==> src/rtl/seq_pkg.sv <==
// ---------------------------------------------------------------------------
// seq_pkg
// Shared definitions for the serial sequence generator:
//   gen_state_t    - controller states (IDLE / SHIFT / DONE)
//   DEF_PATTERN_C  - pattern sent when the requested pattern is all-zero
//                    (held 32 bits wide, narrowed to PAT_W by the user)
//   idxWidth()     - width of a bit index able to address PAT_W bits
// ---------------------------------------------------------------------------
package seq_pkg;

  typedef enum logic [1:0] {
    IDLE  = 2'd0,
    SHIFT = 2'd1,
    DONE  = 2'd2
  } gen_state_t;

  localparam logic [31:0] DEF_PATTERN_C = 32'b10100;

  // An index into PAT_W bits needs clog2(PAT_W) bits, never fewer than one.
  function automatic int idxWidth(input int patW);
    int w;
    w = $clog2(patW);
    if (w < 1) begin
      w = 1;
    end
    return w;
  endfunction

endpackage

==> src/rtl/seq_bit_counter.sv <==
// ---------------------------------------------------------------------------
// seq_bit_counter
// Bit-index down-counter plus optional repeat down-counter for the sequence
// generator. The index walks PAT_W-1 .. 0 once per pattern; at index 0 it
// reloads to PAT_W-1 while repetitions remain.
//
// Configuration macro: SEQGEN_REPEAT_EN
//   defined   - a repeat count register is kept and patterns repeat
//   undefined - no count register exists; count_i is ignored and every
//               load produces exactly one pattern
//
// Ports:
//   clk      - clock, rising edge
//   reset    - asynchronous active-high reset, clears index and count
//   load_i   - start a new request: index <= PAT_W-1, count <= count_i
//   dec_i    - advance by one bit
//   count_i  - number of extra repetitions captured on load_i
//   index_o  - current bit index (MSB first, so counts down)
//   last_o   - current bit is the final bit of the whole request
// ---------------------------------------------------------------------------
module seq_bit_counter
  import seq_pkg::*;
#(
  parameter int PAT_W = 5,
  parameter int CNT_W = 4,
  parameter int IDX_W = idxWidth(PAT_W)
) (
  input  logic             clk,
  input  logic             reset,
  input  logic             load_i,
  input  logic             dec_i,
  input  logic [CNT_W-1:0] count_i,
  output logic [IDX_W-1:0] index_o,
  output logic             last_o
);

  localparam logic [IDX_W-1:0] TOP_IDX = IDX_W'(PAT_W - 1);

  logic [IDX_W-1:0] indexQ, indexD;
  logic             idxZero;
  logic             repeatLeft;

  assign idxZero = (indexQ == '0);

`ifdef SEQGEN_REPEAT_EN

  logic [CNT_W-1:0] countQ, countD;

  assign repeatLeft = (countQ != '0);

  // The count only moves at a pattern boundary, and only while non-zero,
  // so it can never wrap below zero.
  always_comb begin
    countD = countQ;
    if (load_i) begin
      countD = count_i;
    end else if (dec_i && idxZero && repeatLeft) begin
      countD = countQ - CNT_W'(1);
    end
  end

  always_ff @(posedge clk or posedge reset) begin
    if (reset) begin
      countQ <= '0;
    end else begin
      countQ <= countD;
    end
  end

`else

  // Without repeat support the count input is deliberately left unused.
  logic unusedCount;
  assign unusedCount = ^count_i;
  assign repeatLeft  = 1'b0;

`endif

  // At index 0 the index either reloads for another pattern or holds; it
  // holds on the final bit because the controller leaves SHIFT there.
  always_comb begin
    indexD = indexQ;
    if (load_i) begin
      indexD = TOP_IDX;
    end else if (dec_i) begin
      if (!idxZero) begin
        indexD = indexQ - IDX_W'(1);
      end else if (repeatLeft) begin
        indexD = TOP_IDX;
      end
    end
  end

  always_ff @(posedge clk or posedge reset) begin
    if (reset) begin
      indexQ <= '0;
    end else begin
      indexQ <= indexD;
    end
  end

  assign index_o = indexQ;
  assign last_o  = idxZero && !repeatLeft;

endmodule

==> src/rtl/sequence_generator.sv <==
// ---------------------------------------------------------------------------
// sequence_generator
// Serialises a PAT_W-bit pattern MSB first on outBit/outValid after a
// valid/ready handshake, optionally repeating it back-to-back, and pulses
// done for one cycle when the whole request has been sent. An abort during
// transmission drops straight back to idle without a done pulse.
//
// Configuration macro: SEQGEN_REPEAT_EN
//   defined   - repeatIn extra copies of the pattern follow the first one
//   undefined - repeatIn is ignored, one pattern per request
//
// Parameters:
//   PAT_W        - pattern width (2..32)
//   CNT_W        - repeat-count width
//   DEF_PATTERN  - pattern substituted when patternIn is all-zero
//
// Ports:
//   clk         - clock, rising edge
//   reset       - asynchronous active-high reset
//   startValid  - request to send a pattern
//   startReady  - high while idle, i.e. a request can be accepted
//   patternIn   - pattern to send, MSB first
//   repeatIn    - number of extra back-to-back repetitions
//   abort       - terminate an in-progress transmission
//   outBit      - serial data, forced to 0 when outValid is low
//   outValid    - qualifies outBit
//   done        - one-cycle completion pulse
// ---------------------------------------------------------------------------
module sequence_generator
  import seq_pkg::*;
#(
  parameter int               PAT_W       = 5,
  parameter int               CNT_W       = 4,
  parameter logic [PAT_W-1:0] DEF_PATTERN = PAT_W'(DEF_PATTERN_C)
) (
  input  logic             clk,
  input  logic             reset,
  input  logic             startValid,
  output logic             startReady,
  input  logic [PAT_W-1:0] patternIn,
  input  logic [CNT_W-1:0] repeatIn,
  input  logic             abort,
  output logic             outBit,
  output logic             outValid,
  output logic             done
);

  localparam int IDX_W = idxWidth(PAT_W);

  gen_state_t       stateQ, stateD;
  logic [PAT_W-1:0] patternQ, patternD;
  logic             loadCnt;
  logic             decCnt;
  logic [IDX_W-1:0] bitIndex;
  logic             lastBit;

  seq_bit_counter #(
    .PAT_W (PAT_W),
    .CNT_W (CNT_W),
    .IDX_W (IDX_W)
  ) uBitCounter (
    .clk     (clk),
    .reset   (reset),
    .load_i  (loadCnt),
    .dec_i   (decCnt),
    .count_i (repeatIn),
    .index_o (bitIndex),
    .last_o  (lastBit)
  );

  // Controller next state and outputs. All outputs are decoded from the
  // current state, so an asynchronous reset clears them immediately.
  // Abort is tested before the last-bit condition so it always wins.
  always_comb begin
    stateD     = stateQ;
    loadCnt    = 1'b0;
    decCnt     = 1'b0;
    startReady = 1'b0;
    outValid   = 1'b0;
    outBit     = 1'b0;
    done       = 1'b0;
    case (stateQ)
      IDLE: begin
        startReady = 1'b1;
        if (startValid) begin
          loadCnt = 1'b1;
          stateD  = SHIFT;
        end
      end
      SHIFT: begin
        outValid = 1'b1;
        outBit   = patternQ[bitIndex];
        if (abort) begin
          stateD = IDLE;
        end else begin
          decCnt = 1'b1;
          if (lastBit) begin
            stateD = DONE;
          end
        end
      end
      DONE: begin
        done   = 1'b1;
        stateD = IDLE;
      end
      default: begin
        stateD = IDLE;
      end
    endcase
  end

  // The pattern is captured only at acceptance; a zero request is replaced
  // by the default pattern so the line never carries an all-zero frame.
  always_comb begin
    patternD = patternQ;
    if (loadCnt) begin
      patternD = (patternIn == '0) ? DEF_PATTERN : patternIn;
    end
  end

  always_ff @(posedge clk or posedge reset) begin
    if (reset) begin
      stateQ   <= IDLE;
      patternQ <= '0;
    end else begin
      stateQ   <= stateD;
      patternQ <= patternD;
    end
  end

endmodule

==> config.mk <==
export PLATFORM = sky130hd
export DESIGN_NAME = sequence_generator
export DESIGN_NICKNAME = d
export VERILOG_FILES = /design/src/rtl/seq_pkg.sv /design/src/rtl/seq_bit_counter.sv /design/src/rtl/sequence_generator.sv
export SDC_FILE = /design/constraint.sdc
export NUM_CORES = 1
export LEC_CHECK = 0
export BUFFER_PORTS_ARGS = -buffer_cell sky130_fd_sc_hd__buf_4
export CORE_AREA = 2 2 44 46
export CTS_CLUSTER_DIAMETER = 80
export DETAILED_ROUTE_END_ITERATION = 6
export DIE_AREA = 0 0 46 48
export RECOVER_POWER = 100
export SYNTH_ARGS = -nofsm -noshare
export SYNTH_HDL_FRONTEND = slang
export SYNTH_HIERARCHICAL = 1
export SYNTH_SLANG_ARGS = --single-unit
==> constraint.sdc <==
create_clock -name clk -period 2 [get_ports clk]
set_input_delay 0.4 -clock clk [delete_from_list [all_inputs] [get_ports clk]]
set_output_delay 0.4 -clock clk [all_outputs]
set_load 0.02 [all_outputs]
# [Word-level counts from Yosys, hierarchy flattened]
# Index checks and enable logic that the tools add are counted.
[word_totals] output_inout_bits=4 in_bits=13 register_bits=10 wordCells=34
[op_classes] n_mux=18 n_eq_ne=5 n_addsub=1 n_lt_le_gt_ge=1 n_reduce_logical=6
[op_table] cell="2-to-1 mux 1 bit" n=9
[op_table] cell="2-to-1 mux 3 bit" n=3
[op_table] cell="2-to-1 mux 2 bit" n=3
[op_table] cell="zero test 5 bit" n=1
[op_table] cell="2-to-1 mux 5 bit" n=1
[op_table] cell="< comparator 3 x 4 -> 1 bit (second input constant)" n=1
[op_table] cell="inequality test 2 bit (second input constant)" n=2
[op_table] cell="one-hot mux 2 bit (2 select lines)" n=1
[op_table] cell="AND reduction 2 bit" n=2
[op_table] cell="binary-select mux 1 bit (select 3 bit)" n=1
[op_table] cell="zero test 3 bit" n=1
[op_table] cell="inequality test 3 bit (second input constant)" n=1
[op_table] cell="subtractor 3 x 1 -> 3 bit (second input constant)" n=1
[op_table] cell="equality test 2 x 1 -> 1 bit (second input constant)" n=1
[op_table] cell="equality test 2 bit (second input constant)" n=1
[op_table] cell="zero test 2 bit" n=1
[op_table] cell="nonzero test 2 bit" n=1

# [Longest topological paths before layout]
# Gate-level depths: netlist of the first run.
[depth] depth_word=4 mapped_depth=6

# [Hierarchy]
# Netlist of the first run, hierarchy kept.
[by_module_without_submodules] mod="sequence_generator" area_each_um2=382.9 seq_area_each_um2=175.2 instances=1 cells_per_inst=35
[by_module_without_submodules] mod="seq_bit_counter" area_each_um2=187.7 seq_area_each_um2=75.1 instances=1 cells_per_inst=18

# [Worst setup path before layout of the first run]
# OpenSTA, ideal clock, no wires.
[synth_path] path_kind="register to register" start="register stateQ[0]" end="register uBitCounter.indexQ[2] (netlist: uBitCounter/index_o[2])" setup_time_ns=0.124 arrival_time_ns=1.381 path_slack_ns=0.495 stages_incl_launch_ff=5 cell_sequence="dfrtp_1 > nor2b_2 > and2b_1 > nand2_1 > a211o_1"
[synth_via] elab_chain_len=4 elab_cells_between_ends=8 classes_between="eq/ne (2); mux (3); reduce/logical (3)"
[synth_rtl] item="from (decl)" line="sequence_generator.sv:50" rtl="gen_state_t stateQ, stateD;"
[synth_rtl] item="from (signal assigned)" line="sequence_generator.sv:126" rtl="stateQ <= stateD;"
[synth_rtl] item="equality test 2 x 1 -> 1 bit" line="sequence_generator.sv:82" rtl="case (stateQ)"
[synth_rtl] item="2-to-1 mux 1 bit" line="sequence_generator.sv:82"
[synth_rtl] item="net decCnt" line="sequence_generator.sv:53" rtl="logic decCnt;"
[synth_rtl] item="nonzero test 2 bit (no line)"
[synth_rtl] item="AND reduction 2 bit (no line)"
[synth_rtl] item="to (signal assigned)" line="seq_bit_counter.sv:98" rtl="indexQ <= indexD;"
[synth_rtl] item="to (decl)" line="seq_bit_counter.sv:39" rtl="logic [IDX_W-1:0] indexQ, indexD;"
# The timed path passes the listed nets, and every way through them passes these cells.
# A chain may end at the register's enable or synchronous reset.

# [Worst setup path in the final report of the first run]
[layout_path] start="register uBitCounter.indexQ[0] (netlist: uBitCounter/index_o[0])" end="output outBit"
[layout_via] elab_chain_len=3
[layout_rtl] item="binary-select mux 1 bit (select 3 bit)" line="sequence_generator.sv:92" rtl="outBit = patternQ[bitIndex];"
[layout_rtl] item="2-to-1 mux 1 bit (not written as such)" line="sequence_generator.sv:92"
[layout_rtl] item="2-to-1 mux 1 bit" line="sequence_generator.sv:82"
[layout_rtl] item="to (decl)" line="sequence_generator.sv:43" rtl="output logic outBit,"
# No other way between the ends. The select of a mux whose other input is x is not followed.

==> results of run 1 <==
-- through the flow --
| step | total power (W) | worst slack, ns | instances |
|---|---|---|---|
| finish | 0.0009497 | 0.1931 | 88 |
| CTS | 0.001016 | 0.1758 | 88 |
| floorplan | 0.0006870 | 0.4951 | 53 |
| detailed placement | 0.0008194 | 0.5009 | 83 |
| global placement | 0.0008138 | 0.5118 | 83 |
| global route | 0.001023 | 0.07330 | 88 |
-- flip-flops by register name, summed over array words and instances, names as in the netlist --
| signal | cells |
|---|---|
| patternQ | 5 |
| stateQ | 2 |
| uBitCounter/index_o | 3 |
-- metal layers --
metal  wire, um  up-vias  GRT usage  part of all wire
li1           -      218          -                 -
met1        548      197     0.1575              0.50
met2        503       12     0.1639              0.46
met3         52        0    0.05660             0.047
met4          0        0    0.03429                 0
met5          0        -          0                 0
-- worst reg2reg max path, cell delays in order (launching register included) --
cell	delay, ns
dfrtp_1	0.40
nor3b_1	0.64
clkbuf_1	0.37
nor2_1	0.07
a21oi_1	0.13
-- synth_stat cells --
master	instances
nand2b_1	1
dfrtp_1	10
nor3b_4	1
nand3_1	2
o2111ai_1	1
mux2_2	1
a21oi_1	4
nand4b_1	2
nor2_1	5
nor4_1	1
a211o_1	1
inv_1	7
nand2b_4	1
nor2b_2	1
a311oi_2	1
nor3_1	1
and2b_1	2
a21oi_2	1
and2_1	1
a21o_1	2
mux2_4	3
nand2_1	1
nor2b_1	1
ha_1	2
-- repair_timing --
| item | in CTS | in global routing |
|---|---|---|
| buffers inserted | 0 | 0 |
| hold buffers | 1 | 0 |
| endpoints found under the hold margin | 3 | 0 |
-- power by group --
| part | internal, W | switching, W | total [W] |
|---|---|---|---|
| sequential | 0.000286 | 0.0000659 | 0.000352 |
| combinational | 0.000202 | 0.000209 | 0.000411 |
| clock | 0.000111 | 0.0000764 | 0.000187 |
| total | 0.000598 | 0.000351 | 0.000950 |
-- worst paths after layout --
check / cells past startpoint / endpoint / start / slack [ns]
hold / removal: 2 / patternQ[3] / patternIn[3] / 0.37
max in group asynchronous: 3 / stateQ[1] / reset / 1.14
min in group asynchronous: 3 / uBitCounter/index_o[0] / reset / 0.55
setup / recovery: 4 / outBit / uBitCounter/index_o[0] / 0.19
setup reg to reg: 4 / patternQ[4] / stateQ[0] / 0.31
hold reg to reg: 1 / patternQ[1] / patternQ[1] / 0.52
-- layout make-up --
class | instances | share of cell area
clock buffer | 4 | 0.05206
multi-input combinational | 36 | 0.3824
sequential | 10 | 0.3591
tap | 17 | 0.03052
inverter | 7 | 0.03770
timing repair buffer | 14 | 0.1382
-- kinds of logic after synthesis --
family                     after synthesis  synth area share
AOI/OAI and AO/OA                       10            0.1338
adders and majority gates                2           0.04385
buffers and inverters                    7           0.04606
DFF                                     10            0.4386
muxes                                    4           0.09868
and+or+nand+nor                         20            0.2391
==> out/results.tsv, run 1 <==
metric	value	unit
synth_area_leaders	dfrtp_1, mux2_4, inv_1	
fin_setup_tns	0	ns
grt_start_max_net_pins	9	
start_kind	flip-flop	
hold_ws	0.3698	ns
start_util	0.3378	
synthToLayoutAreaGrowth	22.15	%
vias	427	
cts-resized-gates	0	
synth_nets	68	
drive_above_1_share	0.2676	
synth_cells	53	
maxCapViolCount	0	
final_common_cell	dfrtp_1	
drt_iter0_drc	4	
cts_root_buf	clkbuf_4	
area.sequential	250.2	um2
wl_per_cell	12.55	um
crit_arrival	1.41	ns
antenna_found_initial	0	
grt_pass1_wl	1759	um
htreeDepth	1	
dieWidth	46	um
clock_latency	0.27	ns
period_minus_slack	1.807	ns
finalHoldViolCount	0	
final_area	696.9	um2
drt-total-wl	1104	um
cts.clk_slew.worst_paths	0.07	ns
final_cell_mix	dfrtp_1, buf_4, inv_1	
cts.sinks	10	
drc	0	
tightestPinTransition	0.7486	ns
fp.dieH	48	um
io_pins	17	
synth_warnings	6	
fin_skew	0.004932	ns
grt_use_total	0.1166	
vdd_drop_max	0.5065	mV
vias_per_cell	4.852	
coreArea	0.001689	mm2
place_congestion	0.7991	
syn_avg_cell_area	10.77	um2
cts_tree	yes	
setup_viol	0	
antenna_cells	0	
power_density	1363	mW/mm2
worst-path-buf-inv	1	
path_cells	mux2_2 -> nand4b_1 -> nand3_1 -> buf_4	
gr-total-overflow	0	
timing.fmax	0.5534	GHz
seq_area_frac_synth	0.4386	
ys_ff_latch	10	
numCtsBuffers	3	
multiInputGateArea	266.5	um2
yosysTopAreaCell	dfrtp_1	
cpPeakStageDelay	0.42	ns
critPathCaptureType	primary output	
slew_viol_final	0	
cts.path.max_buffers	2	
status	completed	
final_nets	87	
row_count	15	
portBuffers	12	
worstPathRequired	1.60	ns
synth_area	570.5	um2
yosysUniqueCellTypes	24	
path_delay_family	flip-flops	
fillers	165	
post-route-util	0.4126	
maxSlewHeadroom	0.4999	
path_max_fanout	5	
worstSetupPathType	reg2out	
dp_hpwl	814.1	um
dpl-instance-area	689.4	um2
cp_slowest_cell	dfrtp_1	
p_leak	0.3386	nW
die_area	0.002208	mm2
firstDrtPassIters	2	
grt_pass1_vias	378	
synth_top_area_share	0.4386	
drt.antenna.violating_nets	0	
post-route-period-util	0.9034	
rsz0062_at_grt	no	
hp-class	in2reg	
Power figures use the tool's default switching activity.
==> run 2: changes to the inputs <==
--- a/config.mk
+++ b/config.mk
@@ -6,12 +6,11 @@
 export NUM_CORES = 1
 export LEC_CHECK = 0
 export BUFFER_PORTS_ARGS = -buffer_cell sky130_fd_sc_hd__buf_4
-export CORE_AREA = 2 2 44 46
+export CORE_AREA = 2 2 42 44
 export CTS_CLUSTER_DIAMETER = 80
 export DETAILED_ROUTE_END_ITERATION = 6
-export DIE_AREA = 0 0 46 48
+export DIE_AREA = 0 0 44 46
 export RECOVER_POWER = 100
 export SYNTH_ARGS = -nofsm -noshare
 export SYNTH_HDL_FRONTEND = slang
-export SYNTH_HIERARCHICAL = 1
 export SYNTH_SLANG_ARGS = --single-unit
==> constraint.sdc (replaced) <==
create_clock -name clk -period 2.2 [get_ports clk]
set_input_delay 0.44 -clock clk [delete_from_list [all_inputs] [get_ports clk]]
set_output_delay 0.44 -clock clk [all_outputs]
set_load 0.02 [all_outputs]
==> run 2 against run 1 <==
Combinational power fell by 28%. Global-route usage shrank 0.26 points. Wire length shrank 15%. Clock power shrank 12%. Sequential share of layout area rose by 2.4 points. Count of clock-buffer cells in the layout unchanged. Largest cell class is now registers. Critical endpoint unchanged.
==> out/results.tsv, run 2 <==
metric	value	unit
portBuffers	12	
highest_layer	met4	
vdd_drop_max	0.4267	mV
critPathCaptureType	primary output	
power_density	1190	mW/mm2
path_max_fanout	6	
synth_cells	57	
die_area	0.002024	mm2
start_kind	flip-flop	
grt_use_total	0.1140	
post_cts_buffers	0	
met1_length	423	um
dp_hpwl	736.4	um
final_cell_mix	nand2_1, dfrtp_1, buf_4	
maxSlewHeadroom	0.4696	
wl_per_cell	10.56	um
clock_latency	0.26	ns
crit_arrival	1.52	ns
synth_most_common_cell	nand2_1	
firstDrtPassIters	3	
worstSetupPathType	reg2out	
r2r.worst_path.cells	3	
drt-total-wl	940	um
final_nets	88	
hold_ws	0.1521	ns
gr-total-overflow	0	
path_delay_family	simple AND/OR/NAND/NOR gates	
dieWidth	44	um
slew_viol_final	0	
fp.dieH	46	um
status	completed	
drt_iter0_drc	7	
timing.fmax	0.5106	GHz
cts.clk_slew.worst_paths	0.07	ns
p_leak	0.3258	nW
coreArea	0.001614	mm2
finalHoldViolCount	0	
grt_pass1_wl	1531	um
io_pins	17	
rsz0062_at_grt	no	
p_sw	0.0002917	W
largest_reg_flops	5	
setup_viol	0	
fin_setup_tns	0	ns
synthSimpleGateAreaFrac	0.2779	
vias	419	
worstPathRequired	1.76	ns
numCtsBuffers	3	
synth_area_leaders	dfrtp_1, nand2_1, mux2i_1	
fin_skew	0.003169	ns
cts-resized-gates	0	
ys_top_cells_by_count	nand2_1, dfrtp_1, inv_1	
power_switching_share	0.3754	
comb_power_share	0.381	
r2r-end	patternQ[4]	
dpl-instance-area	633.1	um2
layout_setup_ws	0.2414	ns
cp_num_cells	4	
cp_slowest_cell	dfrtp_1	
p_seq_frac	0.406	
startpoint	stateQ[1]	
drc	0	
place_congestion	0.7169	
synth_nets	72	
r2r_start	stateQ[0]	
drt.antenna.violating_nets	0	
stdcell_count	89	
start_util	0.3264	
r2r_slack	0.74	ns
post-route-period-util	0.8903	
synth_top_area_share	0.4751	
synth_top_family_by_area	simple AND/OR/NAND/NOR gates	
seq_area_frac_synth	0.4751	
ys_async_sr_fraction	1.000	
wl_met3	64	um
tightestPinTransition	0.7939	ns
hold_buffers	0	
synth_area	526.8	um2
synth_warnings	0	
cts_root_buf	clkbuf_4	
htreeDepth	1	
hp-class	in2async	
yosysUniqueCellTypes	21	
grt_start_max_net_pins	11	
ys_ff_latch	10	
cts.path.max_buffers	2	
antenna_cells	0	
crit_end	outBit	
period_minus_slack	1.959	ns
synth-compound-area-share	0.09739	
largest-register	patternQ	
synthToLayoutAreaGrowth	23.99	%
synth_mux_area_frac	0.05701	
cts.sinks	10	
final_area	653.1	um2
antenna_found_initial	0	
met2_length	439	um
final_common_cell	nand2_1	
drive_above_1_share	0.1944	
power.internal	0.0004854	W
synth-xor-area-share	0	
synth_fa_ha_area_frac	0.04751	
pre_cts_slack	0.5144	ns
cts_tree	yes	
vias_per_cell	4.708	
p_clk_frac	0.213	
path_cells	nand2b_1 -> or3_1 -> o22ai_1 -> buf_4	
row_count	15	
synth_edf_count	0	
cpPeakStageDelay	0.43	ns
worst-path-buf-inv	1	
syn_avg_cell_area	9.241	um2
maxCapViolCount	0	
grt_pass1_vias	349	
yosysTopAreaCell	dfrtp_1	
dpl.cell_count	85	
ys.flop_type	dfrtp_1	
## run 2: cell count changes after synthesis, sizes merged, moves of 2 or more
cell    delta
inv        -2
a21oi      -3
nand4b     -2
mux2       -4
nand3      -2
mux2i      +3
nand2     +14
a21o       -2
nor2       -3
and2b      -2
## run 2: how the worst min path moves through the flow
stage	start	to	slack [ns]	depth (start not counted)
after floorplan	reset	patternQ[0]	0.28	1
after global placement	reset	uBitCounter.index_o[1]	0.45	2
after detailed placement	reset	uBitCounter.index_o[1]	0.45	2
after CTS	reset	uBitCounter.index_o[2]	0.16	2
after global routing	reset	uBitCounter.index_o[1]	0.18	2
final	reset	uBitCounter.index_o[2]	0.15	2
## run 2: logic make-up after synthesis
kind of cell	count (synthesis)
compound gates	8
fa+ha+maj	2
buf+inv	6
flops	10
mux	3
simple gates	28
## run 2: power by group through the flow
stage / Sequential [W] / Combinational, W / Clock [W]
floorplan: 0.000307 / 0.000233 / 0
global placement: 0.000318 / 0.000315 / 0
detailed placement: 0.000321 / 0.000319 / 0
CTS: 0.000318 / 0.000320 / 0.000171
global route: 0.000325 / 0.000342 / 0.000184
finish: 0.000316 / 0.000296 / 0.000165
## run 2: final cells by class
class	count	area, um2
well taps	17	21.27
multi-input cells	41	247.7
repair buffers	12	78.83
fillers	171	960.9
clock buffers	4	36.28
flip-flops and latches	10	250.2
inverters	5	18.77
## run 2: metrics by stage
step	total power, W	util
6_report	0.0007771	0.4047
2_1_floorplan	0.0005401	-
5_1_grt	0.0008513	0.4047
4_1_cts	0.0008089	0.4147
3_5_place_dp	0.0006397	0.3922
3_3_place_gp	0.0006336	0.3922
## run 2: routing by layer
layer | vias up | track usage
met5 | - | 0
met4 | 0 | 0.09091
met3 | 2 | 0.04762
met2 | 10 | 0.1559
met1 | 184 | 0.1390
li1 | 223 | -
==> run 3: changes to the inputs <==
--- a/config.mk
+++ b/config.mk
@@ -6,10 +6,10 @@
 export NUM_CORES = 1
 export LEC_CHECK = 0
 export BUFFER_PORTS_ARGS = -buffer_cell sky130_fd_sc_hd__buf_4
-export CORE_AREA = 2 2 42 44
+export CORE_AREA = 2 2 44 42
 export CTS_CLUSTER_DIAMETER = 80
 export DETAILED_ROUTE_END_ITERATION = 6
-export DIE_AREA = 0 0 44 46
+export DIE_AREA = 0 0 46 44
 export RECOVER_POWER = 100
 export SYNTH_ARGS = -nofsm -noshare
 export SYNTH_HDL_FRONTEND = slang
==> run 3 against run 2 <==
Count of clock-buffer cells in the layout unchanged. Sequential cell count unchanged. Global-route usage increased by 0.66 points. Total power about the same. Sequential power about the same. Non-clock buffer count unchanged. Critical endpoint unchanged. Cell count decreased by 1.1%. Fmax decreased by 0.70%. Wire length increased by 0.53%.
==> out/results.tsv, run 3 (synthesis results as in run 2) <==
metric	value	unit
cpPeakStageDelay	0.43	ns
drt-total-wl	945	um
period_minus_slack	1.972	ns
tightestPinTransition	0.8348	ns
antenna_found_initial	0	
dieWidth	46	um
crit_arrival	1.53	ns
cts_root_buf	clkbuf_4	
slew_viol_final	0	
htreeDepth	1	
drc	0	
dp_hpwl	739.2	um
grt_pass1_wl	1683	um
vias	426	
maxSlewHeadroom	0.4423	
power_switching_share	0.3745	
grt_pass1_vias	427	
worst-path-buf-inv	1	
vdd_drop_max	0.4147	mV
comb_power_share	0.383	
path_delay_family	simple AND/OR/NAND/NOR gates	
place_congestion	0.6817	
hold_buffers	0	
row_count	14	
synthToLayoutAreaGrowth	23.75	%
status	completed	
hp-class	in2async	
final_common_cell	nand2_1	
largest-register	patternQ	
largest_reg_flops	5	
portBuffers	12	
p_leak	0.3258	nW
dpl-instance-area	631.9	um2
die_area	0.002024	mm2
critPathCaptureType	primary output	
power.internal	0.0004857	W
cts_tree	yes	
path_cells	nand2b_1 -> or3_1 -> o22ai_1 -> buf_4	
cts.sinks	10	
power_density	1191	mW/mm2
gr-total-overflow	0	
numCtsBuffers	3	
antenna_cells	0	
fp.dieH	44	um
p_sw	0.0002908	W
stdcell_count	88	
drt.antenna.violating_nets	0	
final_cell_mix	nand2_1, dfrtp_1, buf_4	
maxCapViolCount	0	
grt_start_max_net_pins	11	
drt_iter0_drc	6	
firstDrtPassIters	3	
post_cts_buffers	0	
grt_use_total	0.1206	
path_max_fanout	6	
post-route-util	0.4135	
cp_slowest_cell	dfrtp_1	
timing.fmax	0.5070	GHz
fin_skew	0.008971	ns
drive_above_1_share	0.1944	
setup_viol	0	
p_seq_frac	0.408	
wl_per_cell	10.74	um
start_util	0.3341	
clock_latency	0.26	ns
finalHoldViolCount	0	
cts-resized-gates	0	
cts.clk_slew.worst_paths	0.07	ns
cts.path.max_buffers	2	
final_nets	88	
fin_setup_tns	0	ns
io_pins	17	
vias_per_cell	4.841	
p_clk_frac	0.209	
final_area	651.9	um2
dpl.cell_count	84	
worstSetupPathType	reg2out	
worstPathRequired	1.76	ns
start_kind	flip-flop	
coreArea	0.001577	mm2
rsz0062_at_grt	no	
post-route-period-util	0.8965	
-- run 3: through the flow --
| stage | power (W) | worst slack [ns] | hold slack, ns |
|---|---|---|---|
| floorplan | 0.0005401 | 0.5090 | 0.2802 |
| detailed placement | 0.0006424 | 0.5120 | 0.4495 |
| global route | 0.0008497 | 0.1276 | 0.1850 |
| CTS | 0.0008113 | 0.1971 | 0.1558 |
| finish | 0.0007766 | 0.2276 | 0.1562 |
| global placement | 0.0006331 | 0.5278 | 0.4464 |
-- run 3: power groups by stage --
stage	clock network (W)	registers [W]	logic [W]
after floorplan	0	0.000307	0.000233
after global placement	0	0.000319	0.000314
after detailed placement	0	0.000324	0.000319
after CTS	0.000172	0.000320	0.000320
after global routing	0.000182	0.000328	0.000340
final	0.000163	0.000317	0.000297
-- run 3: cell type report --
class                   instances  area, um2
fillers                       161      924.6
flip-flops and latches         10      250.2
multi-input cells              41      247.7
repair buffers                 12      78.83
clock buffers                   4      36.28
well taps                      16      20.02
inverters                       5      18.77
-- run 3: metal layers --
layer,GRT usage,part of all wire,up-vias
met1,0.1484,0.46,194
li1,-,-,220
met4,0.08571,0.013,0
met2,0.1833,0.47,10
met3,0.02500,0.058,2
met5,0,0,-
-- run 3: worst paths after layout --
path                                   startpoint                     end  slack [ns]  depth (start not counted)
max                                     stateQ[1]                  outBit        0.23                          4
min                                         reset  uBitCounter.index_o[1]        0.16                          2
max reg2reg                             stateQ[0]             patternQ[4]        0.72                          3
min reg2reg                uBitCounter.index_o[0]  uBitCounter.index_o[0]        0.48                          1
max in group asynchronous                   reset  uBitCounter.index_o[0]        1.76                          2
min in group clk                            abort               stateQ[1]        0.34                          2
-- run 3: worst register-to-register path, cell delays in order, from the launching register on --
cell     delay [ns]
dfrtp_1        0.42
nor3b_1        0.72
o21ai_0        0.19
nand2_1        0.10
